--- src/rtl/centroid_accumulator.sv ---
// Per-frame centroid accumulator: sums x, y and count of masked pixels and
// hands a one-entry result register to a downstream divider.
module centroid_accumulator #(
    parameter int WIDTH  = 640,
    parameter int HEIGHT = 480,
    parameter int DATA_W = 24
) (
    input  logic              clk,
    input  logic              reset,
    input  logic              in_valid,
    input  logic              in_sof,
    input  logic              in_mask,
    output logic              out_valid,
    input  logic              out_ready,
    output logic [DATA_W-1:0] out_sum_x,
    output logic [DATA_W-1:0] out_sum_y,
    output logic [DATA_W-1:0] out_count,
    output logic              out_overflow,
    output logic              out_dropped
);

    localparam int XW = (WIDTH  > 1) ? $clog2(WIDTH)  : 1;
    localparam int YW = (HEIGHT > 1) ? $clog2(HEIGHT) : 1;
    localparam logic [XW-1:0]     X_LAST = XW'(WIDTH - 1);
    localparam logic [YW-1:0]     Y_LAST = YW'(HEIGHT - 1);
    localparam logic [DATA_W-1:0] SAT    = '1;

    typedef enum logic {
        ST_EMPTY = 1'b0,
        ST_FULL  = 1'b1
    } state_t;

    state_t r_state, w_state_nxt;

    logic [XW-1:0]     r_x, w_px, w_x_nxt;
    logic [YW-1:0]     r_y, w_py, w_y_nxt;
    logic [DATA_W-1:0] r_acc_x, r_acc_y, r_acc_cnt;
    logic              r_ovf;
    logic [DATA_W-1:0] w_base_x, w_base_y, w_base_cnt;
    logic [DATA_W:0]   w_add_x, w_add_y, w_add_cnt;
    logic [DATA_W-1:0] w_new_x, w_new_y, w_new_cnt;
    logic              w_new_ovf, w_sof, w_eof, w_load, w_drop;

    logic [DATA_W-1:0] r_sum_x, r_sum_y, r_count;
    logic              r_out_ovf, r_dropped;

    // A start-of-frame pixel is evaluated as (0,0) against empty accumulators,
    // so the frame restart and the first accumulation share one cycle.
    always_comb begin
        w_sof      = in_valid & in_sof;
        w_px       = w_sof ? '0 : r_x;
        w_py       = w_sof ? '0 : r_y;
        w_base_x   = w_sof ? '0 : r_acc_x;
        w_base_y   = w_sof ? '0 : r_acc_y;
        w_base_cnt = w_sof ? '0 : r_acc_cnt;

        w_add_x    = {1'b0, w_base_x}   + (DATA_W + 1)'(w_px);
        w_add_y    = {1'b0, w_base_y}   + (DATA_W + 1)'(w_py);
        w_add_cnt  = {1'b0, w_base_cnt} + (DATA_W + 1)'(1);

        w_new_x    = w_base_x;
        w_new_y    = w_base_y;
        w_new_cnt  = w_base_cnt;
        w_new_ovf  = w_sof ? 1'b0 : r_ovf;
        if (in_mask) begin
            w_new_x   = w_add_x[DATA_W]   ? SAT : w_add_x[DATA_W-1:0];
            w_new_y   = w_add_y[DATA_W]   ? SAT : w_add_y[DATA_W-1:0];
            w_new_cnt = w_add_cnt[DATA_W] ? SAT : w_add_cnt[DATA_W-1:0];
            w_new_ovf = w_new_ovf | w_add_x[DATA_W] | w_add_y[DATA_W]
                      | w_add_cnt[DATA_W];
        end

        w_eof = in_valid && (w_px == X_LAST) && (w_py == Y_LAST);

        w_x_nxt = w_px + 1'b1;
        w_y_nxt = w_py;
        if (w_px == X_LAST) begin
            w_x_nxt = '0;
            w_y_nxt = (w_py == Y_LAST) ? '0 : w_py + 1'b1;
        end
    end

    always_ff @(posedge clk) begin
        if (reset) begin
            r_x       <= '0;
            r_y       <= '0;
            r_acc_x   <= '0;
            r_acc_y   <= '0;
            r_acc_cnt <= '0;
            r_ovf     <= 1'b0;
        end else if (in_valid) begin
            r_x <= w_x_nxt;
            r_y <= w_y_nxt;
            if (w_eof) begin
                r_acc_x   <= '0;
                r_acc_y   <= '0;
                r_acc_cnt <= '0;
                r_ovf     <= 1'b0;
            end else begin
                r_acc_x   <= w_new_x;
                r_acc_y   <= w_new_y;
                r_acc_cnt <= w_new_cnt;
                r_ovf     <= w_new_ovf;
            end
        end
    end

    always_ff @(posedge clk) begin
        if (reset) begin
            r_state <= ST_EMPTY;
        end else begin
            r_state <= w_state_nxt;
        end
    end

    always_comb begin
        w_state_nxt = r_state;
        w_load      = 1'b0;
        w_drop      = 1'b0;
        case (r_state)
            ST_EMPTY: begin
                if (w_eof) begin
                    w_state_nxt = ST_FULL;
                    w_load      = 1'b1;
                end
            end
            ST_FULL: begin
                if (w_eof && out_ready) begin
                    w_load = 1'b1;
                end else if (w_eof) begin
                    w_drop = 1'b1;
                end else if (out_ready) begin
                    w_state_nxt = ST_EMPTY;
                end
            end
            default: w_state_nxt = ST_EMPTY;
        endcase
    end

    // An empty frame reports count=1 so the divider never divides by zero.
    always_ff @(posedge clk) begin
        if (reset) begin
            r_sum_x   <= '0;
            r_sum_y   <= '0;
            r_count   <= '0;
            r_out_ovf <= 1'b0;
            r_dropped <= 1'b0;
        end else begin
            r_dropped <= w_drop;
            if (w_load) begin
                r_out_ovf <= w_new_ovf;
                if (w_new_cnt == '0) begin
                    r_sum_x <= '0;
                    r_sum_y <= '0;
                    r_count <= DATA_W'(1);
                end else begin
                    r_sum_x <= w_new_x;
                    r_sum_y <= w_new_y;
                    r_count <= w_new_cnt;
                end
            end
        end
    end

    assign out_valid    = (r_state == ST_FULL);
    assign out_sum_x    = r_sum_x;
    assign out_sum_y    = r_sum_y;
    assign out_count    = r_count;
    assign out_overflow = r_out_ovf;
    assign out_dropped  = r_dropped;

endmodule

--- config.mk ---
export PLATFORM = sky130hd
export DESIGN_NAME = centroid_accumulator
export DESIGN_NICKNAME = d
export VERILOG_FILES = /design/src/rtl/centroid_accumulator.sv
export SDC_FILE = /design/constraint.sdc
export NUM_CORES = 1
export LEC_CHECK = 0
export CELL_PAD_IN_SITES_DETAIL_PLACEMENT = 1
export CELL_PAD_IN_SITES_GLOBAL_PLACEMENT = 1
export CORE_ASPECT_RATIO = 1.4
export CORE_MARGIN = 3
export CORE_UTILIZATION = 47
export DETAILED_ROUTE_END_ITERATION = 6
export PLACE_DENSITY = 0.89
export SYNTH_ARGS = -nofsm -noshare
export SYNTH_HDL_FRONTEND = slang
export SYNTH_SLANG_ARGS = --single-unit
export TNS_END_PERCENT = 50
--- constraint.sdc ---
create_clock -name clk -period 9.97 [get_ports clk]
set_input_delay 1.994 -clock clk [delete_from_list [all_inputs] [get_ports clk]]
set_output_delay 1.994 -clock clk [all_outputs]
set_load 0.01 [all_outputs]
### Word level (Yosys, flattened, before mapping)

Cells that the tools add are included.

| word-level totals | value |
|---|---|
| register bits | 167 |
| output and inout port bits | 75 |
| logic and storage cells | 59 |

| cells by class | value |
|---|---|
| add/subtract/negate cells | 5 |
| equality and inequality tests | 2 |
| muxes and demuxes | 30 |
| bitwise gates (word level) | 5 |
| reductions and logical operators | 5 |

Operators by type and width:

| cell | count |
|---|---|
| 24-bit two-way mux | 15 |
| 9-bit two-way mux | 3 |
| 24-bit by 1-bit adder with 25-bit output, second input constant | 1 |
| 24-bit by 10-bit adder with 25-bit output | 1 |
| 24-bit by 9-bit adder with 25-bit output | 1 |
| 24-bit zero test | 1 |
| 10-bit two-way mux | 2 |
| 10-bit by 1-bit adder with 10-bit output, second input constant | 1 |
| 10-bit equality test, second input constant | 1 |
| 9-bit by 1-bit adder with 9-bit output, second input constant | 1 |
| 9-bit equality test, second input constant | 1 |
| 1-bit two-way mux | 8 |
| 1-bit case mux with 2 select lines | 2 |
| 1-bit logical AND | 3 |
| 1-bit bitwise OR | 3 |
| 3-bit OR reduction | 1 |
| 1-bit bitwise AND | 1 |
| 1-bit inverter | 1 |

### Longest topological paths before layout

Gate-level depths: netlist of the first run.

| logic depth | value |
|---|---|
| depth in word-level cells | 8 |
| depth in mapped cells | 21 |
| depth with buffers taken out | 13 |

### Least setup slack after synthesis of the first run

OpenSTA, ideal clock, no wires.

| timing path | value |
|---|---|
| kind | input -> register |
| from | in in_sof |
| to | reg r_acc_x[13] |
| library setup time | 0.086 ns |
| arrival | 6.135 ns |
| required time | 9.884 ns |
| path slack | 3.749 ns |
| stages on the path | 21 |
| cells stage by stage | buf_2 -> nand2_2 -> clkbuf_1 -> clkbuf_1 -> buf_2 -> clkbuf_1 -> clkbuf_1 -> clkbuf_1 -> and2_1 -> ha_1 -> inv_1 -> fa_1 -> nor2b_1 -> o311ai_0 -> o21ai_0 -> a31o_2 -> clkbuf_1 -> nand3_1 -> nand3_1 -> nand2_1 -> a211oi_1 |

| on the way | value |
|---|---|
| longest elaborated chain between the ends | 6 |
| elaborated cells on any way between the ends | 12 |
| classes of those cells | 1 x add/sub; 2 x eq/ne; 6 x mux; 1 x bitwise; 2 x reduce/logical |

Ends and longest elaborated chain:

| element | line | text |
|---|---|---|
| start: declaration | 11 | `input logic in_sof,` |
| 1-bit bitwise AND * | 50 | `w_sof = in_valid & in_sof;` |
| 24-bit two-way mux / 10-bit two-way mux (equally long branches) | 53, 51 |  |
| 24-bit by 10-bit adder with 25-bit output / 10-bit equality test (equally long branches) | 57, 73 |  |
| 24-bit two-way mux / 1-bit logical AND (equally long branches) | 66, 73 |  |
| 24-bit two-way mux / 1-bit logical AND (equally long branches) | 65, 73 |  |
| 24-bit two-way mux * | 94 | `if (w_eof) begin` |
| end signal: assignment | 100 | `r_acc_x <= w_new_x;` |
| end: declaration | 37 | `logic [DATA_W-1:0] r_acc_x, r_acc_y, r_acc_cnt;` |

Mark *: on every way between the ends. The rest lies on a longest branch, timed or not.
A chain may end at the register's enable or synchronous reset.

### Final worst setup path of the first run

| timing path | value |
|---|---|
| from | in in_valid |
| to | reg r_acc_y[13] |

| on the way | value |
|---|---|
| longest elaborated chain between the ends | 6 |
| elaborated cells on any way between the ends | 12 |
| classes of those cells | 1 x add/sub; 2 x eq/ne; 6 x mux; 1 x bitwise; 2 x reduce/logical |

Ends and longest elaborated chain:

| element | line | text |
|---|---|---|
| start: declaration | 10 | `input logic in_valid,` |
| 1-bit bitwise AND | 50 |  |
| 24-bit two-way mux (tied with other cells) | 54 | `w_base_y = w_sof ? '0 : r_acc_y;` |
| 24-bit by 9-bit adder with 25-bit output / 10-bit equality test (equally long branches) | 58, 73 |  |
| 24-bit two-way mux / 1-bit logical AND (equally long branches) | 67, 73 |  |
| 24-bit two-way mux / 1-bit logical AND (equally long branches) | 65, 73 |  |
| 24-bit two-way mux | 94 |  |
| end signal: assignment | 101 | `r_acc_y <= w_new_y;` |
| end: declaration | 37 |  |

Several ways; a longest one is shown, not always the timed one.

==> results.ini, run 1 <==
[synth]
synth.distinct_cells=74
synth.avg_cell_area_um2=7.704
yosysWarnings=0
syn-cell-area_um2=9522
synth_ff_type=dfxtp_1
syn_inst=1236
synth-seq-cells=167
async_flop_share_pct=0
mappedNetlistNets=1265
synth-edff-count=0
ys_seq_area_share_pct=35.11

[timing]
setup_viol=0
fin_crit_ns=6.438
fin_crit_sh_pct=64.58
relSlewSlack_pct=10.82
hold_viol=0
setup_tns_ns=0
finClkSkew_ns=0.01331
max_slew.worst_pin.slew_ns=1.338
max_freq_mhz=155.3
fin_ws_ns=3.532
rsz0062_at_grt=no
slew_violations=0
timing.hold.ws_ns=0.4505

[cells_and_area]
final_util_pct=54.69
instances_no_fill=1523
fin_area_um2=10890
syn2layout_area_growth_pct=14.42
drive_gt1_share_pct=6.058
nNetsFinal=1287
antenna_cells=0

[setup_path]
end_kind=flop
cp.required_ns=10.32
worst-path-buf-inv=3
timing.rr.start=r_acc_cnt[0]
cp-start-kind=primary input
startpoint=in_valid
crit_chain=buf_2 -> buf_4 -> and2_1 -> buf_4 -> nor2_1 -> ha_1 -> nor2b_1 -> o31a_1 -> o31a_1 -> o211ai_1 -> nor2_1 -> o21ai_0 -> a221oi_1
arrival_ns=6.79
crit_path_max_incr_delay_ns=0.84
slowest_stage=nor2_1
crit_type=in2reg
path_max_fanout=45
crit_family=simple AND/OR/NAND/NOR gates

[route]
ant_nets=0
routed_via_density=6.334
firstDrtPassIters=7
drtIter0Drc=703
vias=9647
drc_errors=0
wl_per_cell_um=20.91
drt-total-wl_mm=31.85

[clock_network]
cts.htree.levels=4
cts_root_buf=clkbuf_16
cts_setup_buffers=0
worstSkewPairLatency_ns=0.45
cts_hold_buf=0
cts_max_path_buffers=2
numCtsBuffers=17
cts_tree=built
cts.sinks=167
clkTransAtPathRegs_ns=0.07
cts_resized=0

[placement]
dpl.hpwl_mm=22.01
gp_congestion=0.9345
numPlacedInstances=1491
dpl_cell_area_um2=10330
dp_slack_ns=3.137
io_buffers=80

[global_route]
antenna_found_initial=0
grt_pass1_wl_mm=51.57
grt_max_degree=85
grt_overflow=0
first_global_vias=10110
grt_usage_pct=28.82

[die]
coreArea_um2=19920
io_pins=81
num_rows=61
die_x_um=126.3
die_h_um=174.4
die-area_um2=22030
initial_utilization_pct=47.80

[min_path]
hp-class=reg2reg
min_from=out_sum_x[9]

[run]
max-cap-violations=0

[outcome]
outcome=finished clean

[power]
p_leak_nw=3.954
pwr_density_cell_nw_per_um2=128.7
peakVddDrop_mv=0.1250
total_power_mw=1.402

## worst paths after layout
kind	end	slack, ns	cells after the start
max	r_acc_y[13]	3.53	13
min	out_sum_x[9]	0.45	2
max reg2reg	out_sum_y[22]	5.61	10
min reg2reg	out_sum_x[9]	0.45	2
## cell families after synthesis
family                     Yosys count  share of synthesized area (%)
AOI/OAI and AO/OA                  355                          24.13
xor gates and xnor gates            44                          4.047
adders and majority gates           23                          3.180
buffers and inverters              112                          5.072
DFF                                167                          35.11
muxes                               14                          1.485
and+or+nand+nor                    521                          26.98
## placed cells by master, fill, tap and decap left out, types with 12 or more instances in the layout
cell	n
a21oi_1	90
a22o_1	49
a22oi_1	24
a31oi_1	19
and2_1	43
and3_1	18
buf_4	13
clkbuf_16	17
clkdlybuf4s50_1	77
dfxtp_1	167
ha_1	21
inv_1	21
mux2i_1	13
nand2_1	163
nand3_1	53
nand4_1	21
nor2_1	124
nor3_1	24
nor4_1	13
o21ai_0	68
o21ai_1	34
or3_1	12
xnor2_1	16
xor2_1	28
## metal layers
| metal | global-route usage (%) | share of wire [%] |
|---|---|---|
| met5 | 0 | 0 |
| met4 | 17.49 | 6.1 |
| met3 | 3.535 | 3.9 |
| met2 | 52.46 | 52 |
| met1 | 31.49 | 38 |
## where the power goes
part           switching, mW  internal [mW]
logic                 0.0661         0.0228
clock network          0.309          0.329
registers            0.00361          0.671
## cell usage after synthesis (4+ instances only)
cell | number | area share (%)
dfxtp_1 | 167 | 35
nand2_1 | 163 | 6.4
nor2_1 | 126 | 5.0
a21oi_1 | 90 | 4.7
o21ai_0 | 68 | 3.6
clkbuf_1 | 63 | 2.5
nand3_1 | 53 | 2.8
a22o_1 | 49 | 4.5
and2_1 | 43 | 2.8
o21ai_1 | 34 | 1.8
xor2_1 | 28 | 2.6
a22oi_1 | 24 | 1.9
nor3_1 | 24 | 1.3
ha_1 | 21 | 2.8
inv_1 | 21 | 0.83
nand4_1 | 21 | 1.4
a31oi_1 | 19 | 1.2
and3_1 | 18 | 1.2
xnor2_1 | 16 | 1.5
mux2i_1 | 13 | 1.4
nor4_1 | 13 | 0.85
or3_1 | 12 | 0.79
buf_2 | 11 | 0.58
a211oi_1 | 8 | 0.63
buf_1 | 7 | 0.28
nand2b_1 | 7 | 0.46
o211ai_1 | 6 | 0.47
o21a_1 | 6 | 0.47
o31a_1 | 6 | 0.55
a2bb2oi_1 | 5 | 0.46
and4_1 | 5 | 0.46
buf_4 | 5 | 0.39
o31ai_1 | 5 | 0.39
buf_6 | 4 | 0.47
nor3b_1 | 4 | 0.32
nor4_2 | 4 | 0.53
nor4b_1 | 4 | 0.37
or2_2 | 4 | 0.26
or4_1 | 4 | 0.32
## registers in the layout, summed over array words and instances, names as in the netlist
register / flops
out_sum_y: 24
out_overflow: 1
r_acc_cnt: 24
r_y: 9
r_acc_x: 24
out_sum_x: 24
r_acc_y: 24
out_count: 24
r_ovf: 1
out_valid: 1
out_dropped: 1
r_x: 10
## layout make-up
class / instances / area, um2
Clock inverter: 15 / 138.9
Timing Repair Buffer: 93 / 883.3
Clock buffer: 17 / 425.4
Fill cell: 2458 / 9026
Sequential cell: 167 / 3343
Multi-Input combinational cell: 957 / 5705
Inverter: 22 / 82.58
Tap cell: 252 / 315.3
## worst min-delay path, stage by stage, from the launching register on
cell     delay, ns
dfxtp_1       0.31
nand2_1       0.05
o21ai_1       0.05
(Power assumes the default switching activity.)
==> run 2: changes to the inputs <==
--- a/config.mk
+++ b/config.mk
@@ -9,9 +9,9 @@
 export CELL_PAD_IN_SITES_GLOBAL_PLACEMENT = 1
 export CORE_ASPECT_RATIO = 1.4
 export CORE_MARGIN = 3
-export CORE_UTILIZATION = 47
+export CORE_UTILIZATION = 39
 export DETAILED_ROUTE_END_ITERATION = 6
-export PLACE_DENSITY = 0.89
+export PLACE_DENSITY = 0.79
 export SYNTH_ARGS = -nofsm -noshare
 export SYNTH_HDL_FRONTEND = slang
 export SYNTH_SLANG_ARGS = --single-unit
==> constraint.sdc (replaced) <==
create_clock -name clk -period 5.4 [get_ports clk]
set_input_delay 1.08 -clock clk [delete_from_list [all_inputs] [get_ports clk]]
set_output_delay 1.08 -clock clk [all_outputs]
set_load 0.01 [all_outputs]
==> run 2 against run 1 <==
  * Register-to-register slack worse by 3.9 ns
  * Clock power is 76% higher
  * Non-clock buffer count grew 14
  * Sequential power is 85% higher
  * Via count decreased by 2.2%
  * Sequential share of layout area shrank 0.43 points
  * Flip-flop and latch count unchanged
  * Global-route usage is 4.5 points lower
  * Largest power group unchanged
==> results.ini, run 2 (synthesis gave the netlist of run 1 again) <==
[power]
switching_share_pct=25.79
clkPwrFrac_pct=44.3
internal_power_mw=1.882
pwr_density_cell_nw_per_um2=229.6
total_power_mw=2.537
combPwrFrac_pct=6.6
p_seq_share_pct=49.1
p_leak_nw=3.992
peakVddDrop_mv=0.2400
p_switching_uw=654.1

[route]
routed_via_density=5.917
vias=9437
drc_errors=0
ant_nets=0
drt-total-wl_mm=32.16
drtIter0Drc=551
wl_per_cell_um=20.16
firstDrtPassIters=6

[timing]
fin_crit_sh_pct=84.42
hold_viol=0
max_freq_mhz=219.4
rsz0062_at_grt=no
finClkSkew_ns=0.009871
slew_violations=0
setup_viol=0
max_slew.worst_pin.slew_ns=1.023
fin_crit_ns=4.559
setup_tns_ns=0
relSlewSlack_pct=31.75

[placement]
gp_congestion=0.9277
io_buffers=80
dpl_cell_area_um2=10520
dpl.hpwl_mm=22.88

[clock_network]
cts.htree.levels=4
cts_resized=0
cts_root_buf=clkbuf_16
cts_hold_buf=0
cts_max_path_buffers=2
cts.sinks=167
clkTransAtPathRegs_ns=0.06
numCtsBuffers=17
worstSkewPairLatency_ns=0.44
cts_tree=built
cts_setup_buffers=0

[global_route]
first_global_vias=9925
grt_overflow=0
antenna_found_initial=0
grt_max_degree=66
grt_usage_pct=24.34
grt_pass1_wl_mm=52.10

[cells_and_area]
layout_common_cells=167 x dfxtp_1, 163 x nand2_1, 124 x nor2_1
drive_gt1_share_pct=6.848
nFillCells=2965
antenna_cells=0
syn2layout_area_growth_pct=16.03
final_common_cell=dfxtp_1
nNetsFinal=1301
fin_area_um2=11050

[die]
num_rows=67
die-area_um2=26350
io_pins=81
die_h_um=190.9
die_x_um=138.1
coreArea_um2=23980
initial_utilization_pct=39.71

[setup_path]
crit_type=in2reg
crit_family=compound AO/OA/AOI/OAI gates
worst-path-buf-inv=2
slowest_stage=clkdlybuf4s50_1
path_max_fanout=37
cp-start-kind=primary input
cp.required_ns=5.77
crit_path_max_incr_delay_ns=0.49
crit_chain=clkdlybuf4s50_1 -> nand2_2 -> buf_4 -> nand2_1 -> fa_1 -> nor2b_1 -> o311ai_0 -> o21ai_0 -> a31o_2 -> nand3_1 -> a31oi_1 -> a22oi_1 -> nor2_1
end_kind=flop
arrival_ns=4.93

[run]
max-cap-violations=0

[outcome]
outcome=finished clean

[min_path]
hp-class=reg2reg

==> run 2: cell count changes in the layout (fill, tap and decap cells not counted), moves of 2 or more <==
| cell | change |
|---|---|
| buf_4 | +13 |
| inv_6 | -4 |
| clkbuf_1 | +3 |
| clkinvlp_4 | +3 |
| inv_8 | -3 |
| clkinv_2 | +2 |
==> run 2: cell type report <==
type	instances	area (um2)	area share, %
Clock inverter	11	77.57	0.7022
Timing Repair Buffer	107	1001	9.060
Inverter	22	82.58	0.7475
Tap cell	310	387.9	3.511
Clock buffer	21	450.4	4.077
Multi-Input combinational cell	957	5705	51.64
Sequential cell	167	3343	30.26
==> run 2: power groups by stage <==
stage | sequential [mW] | clock [mW] | combinational (mW)
4_1_cts | 1.25 | 1.15 | 0.166
5_1_grt | 1.25 | 1.20 | 0.183
3_5_place_dp | 1.27 | 0 | 0.166
2_1_floorplan | 1.27 | 0 | 0.113
3_3_place_gp | 1.27 | 0 | 0.162
6_report | 1.25 | 1.12 | 0.166
==> run 2: worst paths after layout <==
check | from | end | slack [ns] | cells past startpoint
hold / removal | out_sum_x[9] | out_sum_x[9] | 0.45 | 2
hold reg to reg | out_sum_x[9] | out_sum_x[9] | 0.45 | 2
setup / recovery | in_sof | r_acc_x[6] | 0.84 | 13
setup reg to reg | r_acc_cnt[0] | out_sum_x[6] | 1.68 | 12
==> run 2: worst min-delay path: cells and delay by family, from the launching register on <==
kind | cells | cell delay [ns]
flip-flops | 1 | 0.31
AND/OR/NAND/NOR | 1 | 0.05
AO/OA/AOI/OAI | 1 | 0.05
==> run 2: stage by stage <==
stage               utilization, %  hold slack [ns]  std cells  worst slack (ns)
global route                 46.08           0.4746       1595            0.5251
global placement             43.88           0.4370       1563            0.4725
CTS                          46.08           0.4544       1595            0.8348
finish                       46.08           0.4490       1595            0.8413
floorplan                        -           0.4167       1236           0.09304
detailed placement           43.88           0.4436       1563            0.4080
==> run 2: per-layer routing <==
metal	global-route usage [%]	part of all wire (%)
met5	0	0
met3	3.738	2.9
met4	12.32	4.1
met2	45.39	52
met1	26.62	41
